### src/rtl/ddr_pi_match_pkg.sv
// ---------------------------------------------------------------------------
// ddr_pi_match_pkg
// Shared definitions for the PI delay-match configuration sequencer:
//   - state_t   : sequencer state encoding
//   - pi_cfg_t  : packed view of the default-width cfg word {xcpl, gear, en}
//   - field offsets of EN / GEAR / XCPL inside the cfg word
// ---------------------------------------------------------------------------
package ddr_pi_match_pkg;

    // Default field widths of the cfg word
    localparam int PI_GWIDTH = 4;
    localparam int PI_XWIDTH = 4;

    // Field offsets inside the cfg word
    localparam int EN_BIT    = 0;
    localparam int GEAR_LSB  = 1;
    localparam int XCPL_LSB  = PI_GWIDTH + 1;

    typedef enum logic [2:0] {
        IDLE   = 3'd0,
        DRAIN  = 3'd1,
        LOAD   = 3'd2,
        STEP   = 3'd3,
        SETTLE = 3'd4,
        DONE   = 3'd5
    } state_t;

    typedef struct packed {
        logic [PI_XWIDTH-1:0] xcpl;
        logic [PI_GWIDTH-1:0] gear;
        logic                 en;
    } pi_cfg_t;

endpackage

### src/rtl/ddr_pi_match_wait_cnt.sv
// ---------------------------------------------------------------------------
// ddr_pi_match_wait_cnt
// Load / count-down wait timer with a registered terminal-count flag.
// Used for the EN-low drain time, the settle time and XCPL step pacing.
// Ports:
//   clk       in  1       clock
//   rst       in  1       synchronous reset, active-high (count -> 0)
//   load      in  1       load load_val (has priority over dec)
//   load_val  in  CWIDTH  value loaded; the flag asserts after load_val decrements
//   dec       in  1       count down by one (saturates at zero)
//   cnt_zero  out 1       registered: current count equals zero
// ---------------------------------------------------------------------------
module ddr_pi_match_wait_cnt #(
    parameter int CWIDTH = 5
) (
    input  logic              clk,
    input  logic              rst,
    input  logic              load,
    input  logic [CWIDTH-1:0] load_val,
    input  logic              dec,
    output logic              cnt_zero
);

    logic [CWIDTH-1:0] cnt_r;
    logic [CWIDTH-1:0] cnt_nxt_s;
    logic              zero_r;

    // Next count: load wins, otherwise saturating decrement
    always_comb begin
        cnt_nxt_s = cnt_r;
        if (load) begin
            cnt_nxt_s = load_val;
        end else if (dec && (cnt_r != {CWIDTH{1'b0}})) begin
            cnt_nxt_s = cnt_r - {{(CWIDTH-1){1'b0}}, 1'b1};
        end else begin
            cnt_nxt_s = cnt_r;
        end
    end

    // Count register and registered terminal-count flag
    always_ff @(posedge clk) begin
        if (rst) begin
            cnt_r  <= {CWIDTH{1'b0}};
            zero_r <= 1'b1;
        end else begin
            cnt_r  <= cnt_nxt_s;
            zero_r <= (cnt_nxt_s == {CWIDTH{1'b0}});
        end
    end

    assign cnt_zero = zero_r;

endmodule

### src/rtl/ddr_pi_match_cfg_ctrl.sv
// ---------------------------------------------------------------------------
// ddr_pi_match_cfg_ctrl
// Sequencer that applies a new PI delay-match cfg word (EN/GEAR/XCPL)
// glitch-safely. GEAR or EN changes disable the PI, load the new code and
// re-enable it; XCPL-only changes walk XCPL one code at a time with EN kept
// high. o_done pulses once the output equals the accepted target.
// Ports:
//   i_clk     in   1       controller clock
//   i_rst     in   1       synchronous reset, active-high
//   i_req     in   1       update request, sampled only while o_ready=1
//   i_en      in   1       target EN
//   i_gear    in   GWIDTH  target GEAR
//   i_xcpl    in   XWIDTH  target XCPL
//   o_ready   out  1       idle, a request can be accepted
//   o_done    out  1       one-cycle pulse: o_pi_cfg equals the accepted target
//   o_pi_cfg  out  PWIDTH  registered cfg word {XCPL, GEAR, EN}
// ---------------------------------------------------------------------------
module ddr_pi_match_cfg_ctrl
    import ddr_pi_match_pkg::*;
#(
    parameter int GWIDTH     = PI_GWIDTH,
    parameter int XWIDTH     = PI_XWIDTH,
    parameter int PWIDTH     = $bits(pi_cfg_t),
    parameter int DIS_CYC    = 8,
    parameter int SETTLE_CYC = 16,
    parameter int STEP_CYC   = 4,
    parameter int CWIDTH     = 5
) (
    input  logic              i_clk,
    input  logic              i_rst,
    input  logic              i_req,
    input  logic              i_en,
    input  logic [GWIDTH-1:0] i_gear,
    input  logic [XWIDTH-1:0] i_xcpl,
    output logic              o_ready,
    output logic              o_done,
    output logic [PWIDTH-1:0] o_pi_cfg
);

    localparam int XLSB = GEAR_LSB + GWIDTH;

    // Timer reload values: a wait of N cycles loads N-1
    localparam logic [CWIDTH-1:0] DIS_LD    = CWIDTH'(DIS_CYC - 1);
    localparam logic [CWIDTH-1:0] SETTLE_LD = CWIDTH'(SETTLE_CYC - 1);
    localparam logic [CWIDTH-1:0] STEP_LD   = CWIDTH'(STEP_CYC - 1);

    state_t            state_r;
    state_t            state_nxt_s;
    logic [PWIDTH-1:0] cfg_r;
    logic [PWIDTH-1:0] cfg_nxt_s;
    logic [PWIDTH-1:0] tgt_r;
    logic              step_up_r;
    logic              ready_r;
    logic              done_r;

    logic              accept_s;
    logic [PWIDTH-1:0] req_cfg_s;
    logic              cur_en_s;
    logic [GWIDTH-1:0] cur_gear_s;
    logic [XWIDTH-1:0] cur_xcpl_s;
    logic              tgt_en_s;
    logic [GWIDTH-1:0] tgt_gear_s;
    logic [XWIDTH-1:0] tgt_xcpl_s;
    logic [XWIDTH-1:0] xcpl_step_s;

    logic              cnt_load_s;
    logic [CWIDTH-1:0] cnt_val_s;
    logic              cnt_dec_s;
    logic              cnt_zero_s;

    assign accept_s   = i_req & ready_r;
    assign req_cfg_s  = {i_xcpl, i_gear, i_en};

    assign cur_en_s   = cfg_r[EN_BIT];
    assign cur_gear_s = cfg_r[GEAR_LSB +: GWIDTH];
    assign cur_xcpl_s = cfg_r[XLSB +: XWIDTH];
    assign tgt_en_s   = tgt_r[EN_BIT];
    assign tgt_gear_s = tgt_r[GEAR_LSB +: GWIDTH];
    assign tgt_xcpl_s = tgt_r[XLSB +: XWIDTH];

    // One XCPL code toward the target; direction was fixed at accept, and the
    // walk stops on reaching the target, so it can never wrap.
    assign xcpl_step_s = step_up_r ? (cur_xcpl_s + {{(XWIDTH-1){1'b0}}, 1'b1})
                                   : (cur_xcpl_s - {{(XWIDTH-1){1'b0}}, 1'b1});

    ddr_pi_match_wait_cnt #(
        .CWIDTH   (CWIDTH)
    ) u_wait_cnt (
        .clk      (i_clk),
        .rst      (i_rst),
        .load     (cnt_load_s),
        .load_val (cnt_val_s),
        .dec      (cnt_dec_s),
        .cnt_zero (cnt_zero_s)
    );

    // Next state, next cfg word and timer control
    always_comb begin
        state_nxt_s = state_r;
        cfg_nxt_s   = cfg_r;
        cnt_load_s  = 1'b0;
        cnt_val_s   = {CWIDTH{1'b0}};
        cnt_dec_s   = 1'b0;
        case (state_r)
            IDLE: begin
                if (accept_s) begin
                    if (req_cfg_s == cfg_r) begin
                        state_nxt_s = DONE;
                    end else if (cur_en_s && i_en && (i_gear == cur_gear_s)) begin
                        // Only XCPL differs: walk it with the PI enabled
                        state_nxt_s = STEP;
                        cnt_load_s  = 1'b1;
                        cnt_val_s   = STEP_LD;
                    end else if (cur_en_s) begin
                        state_nxt_s = DRAIN;
                        cnt_load_s  = 1'b1;
                        cnt_val_s   = DIS_LD;
                    end else begin
                        state_nxt_s = LOAD;
                    end
                end else begin
                    state_nxt_s = IDLE;
                end
            end
            DRAIN: begin
                cfg_nxt_s[EN_BIT] = 1'b0;
                if (cnt_zero_s) begin
                    state_nxt_s = LOAD;
                end else begin
                    cnt_dec_s = 1'b1;
                end
            end
            LOAD: begin
                // Code changes only while EN is low
                cfg_nxt_s[GEAR_LSB +: GWIDTH] = tgt_gear_s;
                cfg_nxt_s[XLSB +: XWIDTH]     = tgt_xcpl_s;
                if (tgt_en_s) begin
                    state_nxt_s = SETTLE;
                    cnt_load_s  = 1'b1;
                    cnt_val_s   = SETTLE_LD;
                end else begin
                    state_nxt_s = DONE;
                end
            end
            STEP: begin
                if (cnt_zero_s) begin
                    cfg_nxt_s[XLSB +: XWIDTH] = xcpl_step_s;
                    cnt_load_s = 1'b1;
                    if (xcpl_step_s == tgt_xcpl_s) begin
                        state_nxt_s = SETTLE;
                        cnt_val_s   = SETTLE_LD;
                    end else begin
                        cnt_val_s   = STEP_LD;
                    end
                end else begin
                    cnt_dec_s = 1'b1;
                end
            end
            SETTLE: begin
                cfg_nxt_s[EN_BIT] = 1'b1;
                if (cnt_zero_s) begin
                    state_nxt_s = DONE;
                end else begin
                    cnt_dec_s = 1'b1;
                end
            end
            DONE: begin
                state_nxt_s = IDLE;
            end
            default: begin
                // Unreachable encoding: recover to a disabled, idle PI
                state_nxt_s = IDLE;
                cfg_nxt_s   = {PWIDTH{1'b0}};
            end
        endcase
    end

    // State, cfg word, captured target and registered handshake outputs
    always_ff @(posedge i_clk) begin
        if (i_rst) begin
            state_r   <= IDLE;
            cfg_r     <= {PWIDTH{1'b0}};
            tgt_r     <= {PWIDTH{1'b0}};
            step_up_r <= 1'b0;
            ready_r   <= 1'b1;
            done_r    <= 1'b0;
        end else begin
            state_r <= state_nxt_s;
            cfg_r   <= cfg_nxt_s;
            ready_r <= (state_nxt_s == IDLE);
            done_r  <= (state_r == DONE);
            if (accept_s) begin
                tgt_r     <= req_cfg_s;
                step_up_r <= (i_xcpl > cur_xcpl_s);
            end else begin
                tgt_r     <= tgt_r;
                step_up_r <= step_up_r;
            end
        end
    end

    assign o_pi_cfg = cfg_r;
    assign o_ready  = ready_r;
    assign o_done   = done_r;

endmodule

### config.mk
export PLATFORM = sky130hd
export DESIGN_NAME = ddr_pi_match_cfg_ctrl
export DESIGN_NICKNAME = d
export VERILOG_FILES = /design/src/rtl/ddr_pi_match_pkg.sv /design/src/rtl/ddr_pi_match_wait_cnt.sv /design/src/rtl/ddr_pi_match_cfg_ctrl.sv
export SDC_FILE = /design/constraint.sdc
export NUM_CORES = 1
export LEC_CHECK = 0
export ABC_AREA = 0
export BUFFER_PORTS_ARGS = -buffer_cell sky130_fd_sc_hd__clkbuf_2
export CELL_PAD_IN_SITES_DETAIL_PLACEMENT = 0
export CELL_PAD_IN_SITES_GLOBAL_PLACEMENT = 1
export CORE_MARGIN = 2
export CORE_UTILIZATION = 43
export CTS_CLUSTER_DIAMETER = 100
export DETAILED_ROUTE_END_ITERATION = 12
export PLACE_DENSITY_LB_ADDON = 0.2
export SLEW_MARGIN = 20
export SYNTH_ARGS = -nofsm -noshare
export SYNTH_HDL_FRONTEND = slang
export SYNTH_HIERARCHICAL = 1
export SYNTH_SLANG_ARGS = --single-unit
export TNS_END_PERCENT = 20
### constraint.sdc
create_clock -name i_clk -period 2.8 [get_ports i_clk]
set_input_delay 0.14 -clock i_clk [delete_from_list [all_inputs] [get_ports i_clk]]
set_output_delay 0.14 -clock i_clk [all_outputs]
set_load 0.02 [all_outputs]
==> results.ini <==
[cells_and_area]
area_delta_synth_final_pct=16.2
final_common_cell=dfxtp_1
fill_cells=403
n_antenna_cell=0
fin_area_sq_mm=0.00207
drive_gt1_frac=0.205
fin_nets=264
instances_no_fill=294
mostFrequentLayoutCells=dfxtp_1, nand2_1, a21oi_1

[hold_path]
hold_depth=3
hold_class=in2reg
worstHoldStart=i_xcpl[0]

[die]
ios=23
placementRows=23
design.core.area_sq_mm=0.00400
initial_utilization=0.446
die_area_sq_mm=0.00468
die_h_microns=68.4
fp.dieW_microns=68.4

[global_route]
grt.overflow.total=0
grt_pass1_wl_mm=6.93
grt_pass1_vias=1534
antenna_found_initial=0
grt_use_total=0.204
grt_max_degree=29

[worst_setup_path]
slowest_delay_ps=590
end_kind=flip-flop
startpoint=o_pi_cfg[5]
timing.rr.start=o_pi_cfg[5]
worst-path-stages=10
cp_data_required_time_ps=2970
critPathMaxFanout=7
path_buf_inv=1
critPathTopFamily=compound AO/OA/AOI/OAI gates
r2r_cells=10
path_class=reg2reg
path_cells=inv_1 -> fa_1 -> xor2_1 -> and3_1 -> o211ai_2 -> o31ai_2 -> a31o_1 -> mux2i_1 -> a21oi_1 -> nor4_2
arrival_ps=2730
critical-path-slowest-cell=fa_1
cp-start-kind=flip-flop

[logic_synthesis]
synth_ff_type=dfxtp_1
async_reset_ff_frac=0
syn_avg_cell_area_sq_um=8.30
yosysSeqAreaShare=0.336
synth-edff-count=0
syn_nets=236
synth_cells=215
syn-cell-area_sq_mm=0.00179
synth-seq-cells=30
synth.distinct_cells=52
yosysWarnings=6

[sta]
relSlewSlack=0.587
clock.fmax_mhz=390
setup-tns-final_ps=0
worstMarginPinSlew_ps=620
hold_viol=0
finalSetupViolations=0
rsz0062_at_grt=no
drv_slew=0
period_needed_ps=2560
finClkSkew_ps=5.16
period_share=0.916

[power]
clockPowerShare=0.215
total_power_mw=1.70
swShare=0.408
power.leakage_nw=0.850
ir_worst_vdd_v=0.000321
p_sw_uw=695
p_int_mw=1.01
power_density_mw_per_mm2=822
comb_power_share=0.411
seqPwrFrac=0.374

[clock_tree]
cts_sinks=30
numCtsBuffers=5
post-cts-setup-buffers=0
cts_hold_buf=0
path_clk_slew_ps=70
cts.repair.resized=0
clockBufferDepth=2
h-tree-depth=2
clock_latency_ps=280
cts_tree=yes
cts-root-buf=clkbuf_8

[drt]
drtPass1Iterations=4
num_vias=1593
drt-total-wl_mm=4.19
wl_met3_microns=163
first_iter_violations=135
m1WireLength_mm=2.04
avgRoutedWirePerCell_microns=14.3
detail-route-antenna-nets=0
route.detailed.drc=0
met2WireLength_mm=1.92
avgViaCountPerCell=5.42
top_layer_used=met4

[placed_design]
dp.cells=286
gp_congestion=0.760
hpwl_mm=3.08
io_buffers=22
placed_area_sq_mm=0.00198

[run]
maxCapViolations=0

[status]
status=finished, final reports clean

[metal layers]
metal / vias up / GRT usage
li1: 816 / -
met5: - / 0
met4: 0 / 0.0875
met1: 736 / 0.252
met2: 32 / 0.344
met3: 9 / 0.0378
[Yosys cell counts, types with 2 or more instances]
library cell | number | area share
dfxtp_1 | 30 | 0.34
nand2_1 | 29 | 0.061
a21oi_1 | 24 | 0.067
nor2_1 | 16 | 0.034
inv_1 | 14 | 0.029
ha_1 | 8 | 0.056
clkbuf_1 | 7 | 0.015
xor2_1 | 7 | 0.034
a22oi_1 | 6 | 0.025
nor3_1 | 5 | 0.014
nand3_1 | 4 | 0.011
nor2b_1 | 4 | 0.014
a21o_1 | 3 | 0.013
and3_1 | 3 | 0.011
nand2b_1 | 3 | 0.011
nor4_2 | 3 | 0.021
a211oi_2 | 2 | 0.014
a311oi_1 | 2 | 0.0098
a31o_1 | 2 | 0.0098
a31oi_1 | 2 | 0.0070
and2_1 | 2 | 0.0070
mux2i_1 | 2 | 0.011
o21ai_0 | 2 | 0.0056
o21ai_1 | 2 | 0.0056
o22ai_1 | 2 | 0.0070
o2bb2ai_1 | 2 | 0.0098
o31ai_1 | 2 | 0.0084
or3b_1 | 2 | 0.0098
or4b_4 | 2 | 0.015
[cell type report]
cell class	count	area (sq um)	share of cell area
multi-input cells	162	1090	0.527
flip-flops and latches	30	601	0.290
repair buffers	30	170	0.0820
clock buffers	6	82.6	0.0398
well taps	50	62.6	0.0302
inverters	14	52.6	0.0253
clock inverters	2	12.5	0.00603
[power by group through the flow]
stage | Combinational, mW | Sequential (mW) | Clock, mW
3_3_place_gp | 0.702 | 0.649 | 0
4_1_cts | 0.705 | 0.634 | 0.374
6_report | 0.701 | 0.637 | 0.366
3_5_place_dp | 0.700 | 0.647 | 0
5_1_grt | 0.782 | 0.656 | 0.391
2_1_floorplan | 0.529 | 0.610 | 0
[cells by family after synthesis]
kind of cell	count (synthesis)	synth area share
buf+inv	23	0.0512
flops	30	0.336
mux	2	0.0112
fa+ha+maj	9	0.0673
other cells	1	0.00210
xor+xnor	10	0.0617
simple gates	78	0.230
compound gates	62	0.240
[final timing paths]
kind / endpoint / slack (ps)
min reg2reg: tgt_r[2] / 450
max reg2reg: u_wait_cnt/cnt_zero / 240
max: u_wait_cnt/cnt_zero / 240
min: tgt_r[5] / 90
[sequential cells by signal (all words and copies together), names as in the netlist]
signal               flops
o_ready                  1
o_done                   1
step_up_r                1
o_pi_cfg                 9
u_wait_cnt/cnt_zero      1
state_r                  3
u_wait_cnt/cnt_r         5
tgt_r                    9
[tightest hold or removal path, cell delays in order]
cell and delay (ps):
clkbuf_2 90, nand2_1 50, a21oi_1 50
[per-stage QoR]
step / utilization / hold WS (ps) / worst slack, ps
after floorplan: - / 212 / 334
after detailed placement: 0.495 / 384 / 239
final: 0.519 / 90.3 / 236
after CTS: 0.519 / 80.3 / 200
after global placement: 0.495 / 384 / 251
after global routing: 0.519 / 93.1 / 26.7
Power figures use the tool's default switching activity.
